### src/rtl/seq_sat_counter.sv
// seq_sat_counter: enabled up-counter with synchronous clear, holds at all-ones
module seq_sat_counter #(
  parameter int N = 16
) (
  input  logic clk,
  input  logic i_clr,
  input  logic i_en,
  output logic [N-1:0] o_q
);
  logic [N-1:0] r_q;
  always_ff @(posedge clk) begin
    if (i_clr) r_q <= '0;
    else if (i_en && !(&r_q)) r_q <= r_q + 1'b1;
  end
  assign o_q = r_q;
endmodule

### config.mk
export PLATFORM = sky130hd
export DESIGN_NAME = seq_sat_counter
export DESIGN_NICKNAME = d
export VERILOG_FILES = /design/src/rtl/seq_sat_counter.sv
export SDC_FILE = /design/constraint.sdc
export NUM_CORES = 1
export LEC_CHECK = 0
export CAP_MARGIN = 15
export CORE_ASPECT_RATIO = 0.8
export CORE_UTILIZATION = 43
export CTS_CLUSTER_SIZE = 14
export DETAILED_ROUTE_END_ITERATION = 12
export PLACE_DENSITY = 0.83
export SLEW_MARGIN = 20
export SYNTH_ARGS = -nofsm -noshare
export SYNTH_HDL_FRONTEND = slang
export SYNTH_SLANG_ARGS = --single-unit
### constraint.sdc
create_clock -name clk -period 1.6 [get_ports clk]
set_input_delay 0.24 -clock clk [delete_from_list [all_inputs] [get_ports clk]]
set_output_delay 0.24 -clock clk [all_outputs]
set_load 0.02 [all_outputs]
==> impl_results.md <==
* Result of the run: finished, violations left
* Violations in the final reports: negative setup slack
* Largest register FFs at 16
* Sequential cell area fraction in the yosys report at 38.4%
* Largest fanout of any net on the critical path at 4
* Largest net degree at the start of global routing at 10
* CTS tree: done
* P per Cell Area at 522 nW/um^2
* Final setup fails at 4
* Critical Path Source Type: flip-flop
* Routed WL at 3140 um
* Inserted Diodes at 0
* Hold Path Origin: i_en
* Antenna Violating Nets Remaining at 0
* Grt total ovfl at 0
* Register Area at 352 sq um
* Worst setup path start: o_q[0]$_SDFFE_PP0P_
* Core ar. at 1720 sq um
* Final hold violation count at 0
* Filler instances at 110
* Fraction of final layout cells with drive strength greater than 1 at 47.3%
* IR drop worst, VDD at 0.845 mV
* Clock slew at reported path FFs at 100 ps
* H-tree depth at 1
* First-pass iteration count of the detailed router at 4
* DPL Wire Length at 1840 um
* Type of the setup path with the least slack: reg -> reg
* Last weighted congestion value of the routability-driven placer at 0.801
* Required time at the worst-slack endpoint at 1800 ps
* Vias in the first global route at 900
* Count of yosys warnings during synthesis at 0
* Detailed Route Iter0 Violations at 49
* Starting Density at 48.3%
* Slew at the pin closest to its max-slew limit at 372 ps
* Clock latency at the later pin of the worst-skew pair at 300 ps
* Post-synth EDFFs at 0
* Placement-stage cell area at 1270 sq um
* Summed instance area of the synthesized netlist at 833 sq um
* Post-synthesis net count at 100
* Final setup slack of the worst path at -114 ps
* Synthesized area divided by synthesized cell count at 8.68 sq um
* Final number of max-transition violations at 0
* Multi-input combinational cell area at 602 sq um
* Die boundary height at 41.4 um
* Leading register cell type out of synthesis: sky130_fd_sc_hd__dfxtp_1
* Total power after layout at 749 uW
* RSZ-0062 raised after global routing: yes
* Inserted Clock Buffers at 3
* Maximum count of clock buffers along a single path at 2
* Final worst hold slack at 484 ps
* Count of unique library cells instantiated by Yosys at 34
* Total negative slack for setup checks at -186 ps
* Pleak at 0.000614 uW
* Tightest Hold Check Type: in -> reg
* Min cycle time layout at 1710 ps
* Overall via count from detail_route at 1061
* Worst Setup End Kind: flip-flop
* Cell Rows at 13
* Nets@finish at 151
* Post-route DRC at 0
* Boundary Pins at 19
* Routed wire length per instance at 18.7 um
* Worst Skew at 2.42 ps
* FFs w/ async S/R, synth at 0%
* Die ar. at 2120 sq um
* Flop and latch count out of synthesis at 16
* Peak Freq at 0.584 GHz
* Number of sinks driven by the clock tree at 16
* Number of I/O port buffers at 18
* Vias/cell at 6.32
* All-layer global routing usage at 27.0%
* Critical Path AT at 1910 ps
* Number of standard cells after synthesis at 96
* Final standard cell area without fillers at 1430 sq um
* Synthesis-to-finish area growth at 72.1%
* Wire length of the first global-routing pass at 3930 um
* Max-capacitance violation count at 0
* Initial antenna violation count at 0
* Crit share post-route at 107%
* Horiz. Die Dim at 51.2 um
* Worst slew margin relative to its limit at 75.1%
* Worst flop-to-flop path startpoint: o_q[0]$_SDFFE_PP0P_
* Clock tree root buffer cell: sky130_fd_sc_hd__clkbuf_4
[Yosys cell counts (2+ instances only)]
master | number | area (sq um)
sky130_fd_sc_hd__a21oi_1 | 5 | 25.0
sky130_fd_sc_hd__and4_1 | 3 | 26.3
sky130_fd_sc_hd__dfxtp_1 | 16 | 320
sky130_fd_sc_hd__inv_1 | 2 | 7.51
sky130_fd_sc_hd__mux2_2 | 2 | 22.5
sky130_fd_sc_hd__mux2i_1 | 2 | 20.0
sky130_fd_sc_hd__nand2_1 | 8 | 30.0
sky130_fd_sc_hd__nand3_1 | 7 | 35.0
sky130_fd_sc_hd__nand4_1 | 4 | 25.0
sky130_fd_sc_hd__nor2_1 | 10 | 37.5
sky130_fd_sc_hd__nor2b_1 | 2 | 12.5
sky130_fd_sc_hd__nor3_1 | 3 | 15.0
sky130_fd_sc_hd__nor4_1 | 3 | 18.8
sky130_fd_sc_hd__o21ai_0 | 2 | 10.0
sky130_fd_sc_hd__o31ai_1 | 4 | 30.0
sky130_fd_sc_hd__or3_1 | 2 | 12.5
sky130_fd_sc_hd__or4_1 | 3 | 22.5
sky130_fd_sc_hd__xnor2_1 | 2 | 17.5
[through the flow]
stage,worst slack (ps),utilization (%),std cells
finish,-114,83.2,168
global route,-150,83.2,168
global placement,-365,73.9,161
detailed placement,-415,73.9,161
CTS,-28.0,76.7,165
floorplan,-94.7,-,96
[cells by family (layout without fill, tap and decap cells)]
kind of cell,Yosys count,after routing,share of synthesized area [%]
DFF,16,16,38.4
buffers and inverters,5,55,3.90
and+or+nand+nor,49,49,32.4
adders and majority gates,1,1,1.50
AOI/OAI and AO/OA,18,18,15.5
muxes,4,4,5.11
xor gates and xnor gates,3,3,3.15
[path summary, 6_finish.rpt]
path,endpoint,slack [ps],cells after the start
setup reg to reg,o_q[14]$_SDFFE_PP0P_,-110,5
setup / recovery,o_q[14]$_SDFFE_PP0P_,-110,5
hold / removal,o_q[2]$_SDFFE_PP0P_,480,5
hold reg to reg,o_q[11]$_SDFFE_PP0P_,520,1
[cell usage in the layout (no fill, tap or decap), types with 4 or more instances in the layout]
cell type,n
sky130_fd_sc_hd__buf_4,29
sky130_fd_sc_hd__dlygate4sd2_1,13
sky130_fd_sc_hd__nor2_1,9
sky130_fd_sc_hd__nand2_1,7
sky130_fd_sc_hd__dfxtp_4,7
sky130_fd_sc_hd__nand3_1,5
sky130_fd_sc_hd__dfxtp_1,5
sky130_fd_sc_hd__nand4_1,4
sky130_fd_sc_hd__dfxtp_2,4
[power breakdown]
part,switching (uW),internal (uW)
Sequential,8.08,396
Clock,137,139
Combinational,36.0,33.6
Total,181,568
[critical path, cell delays in order, from the launching register on]
cell,delay [ps]
sky130_fd_sc_hd__dfxtp_4,380
sky130_fd_sc_hd__ha_2,200
sky130_fd_sc_hd__nand4_1,220
sky130_fd_sc_hd__a211oi_2,320
sky130_fd_sc_hd__nand4_1,190
sky130_fd_sc_hd__mux2_2,300
[layout make-up]
type                            instances  area share [%]
Sequential cell                        16            24.5
Clock buffer                            4            2.53
Tap cell                               22            1.92
Multi-Input combinational cell         75            42.0
Inverter                                2           0.524
Timing Repair Buffer                   49            28.5
[metal layers]
layer	share of wire [%]	vias to the layer above	global-route usage, %
met5	0	-	0
met4	4.4	0	12.8
met3	7.3	25	9.42
met2	48	63	52.6
met1	40	504	27.3
li1	-	469	-
[timing repair]
| item | CTS | global route |
|---|---|---|
| endpoints found under the setup margin | 20 | 15 |
| hold buffers | 0 | 0 |
| pin swaps | 4 | 9 |
| gates resized for setup | 21 | 22 |
| buffers inserted | 0 | 3 |
Note: power is estimated with default switching activity, not from simulation.
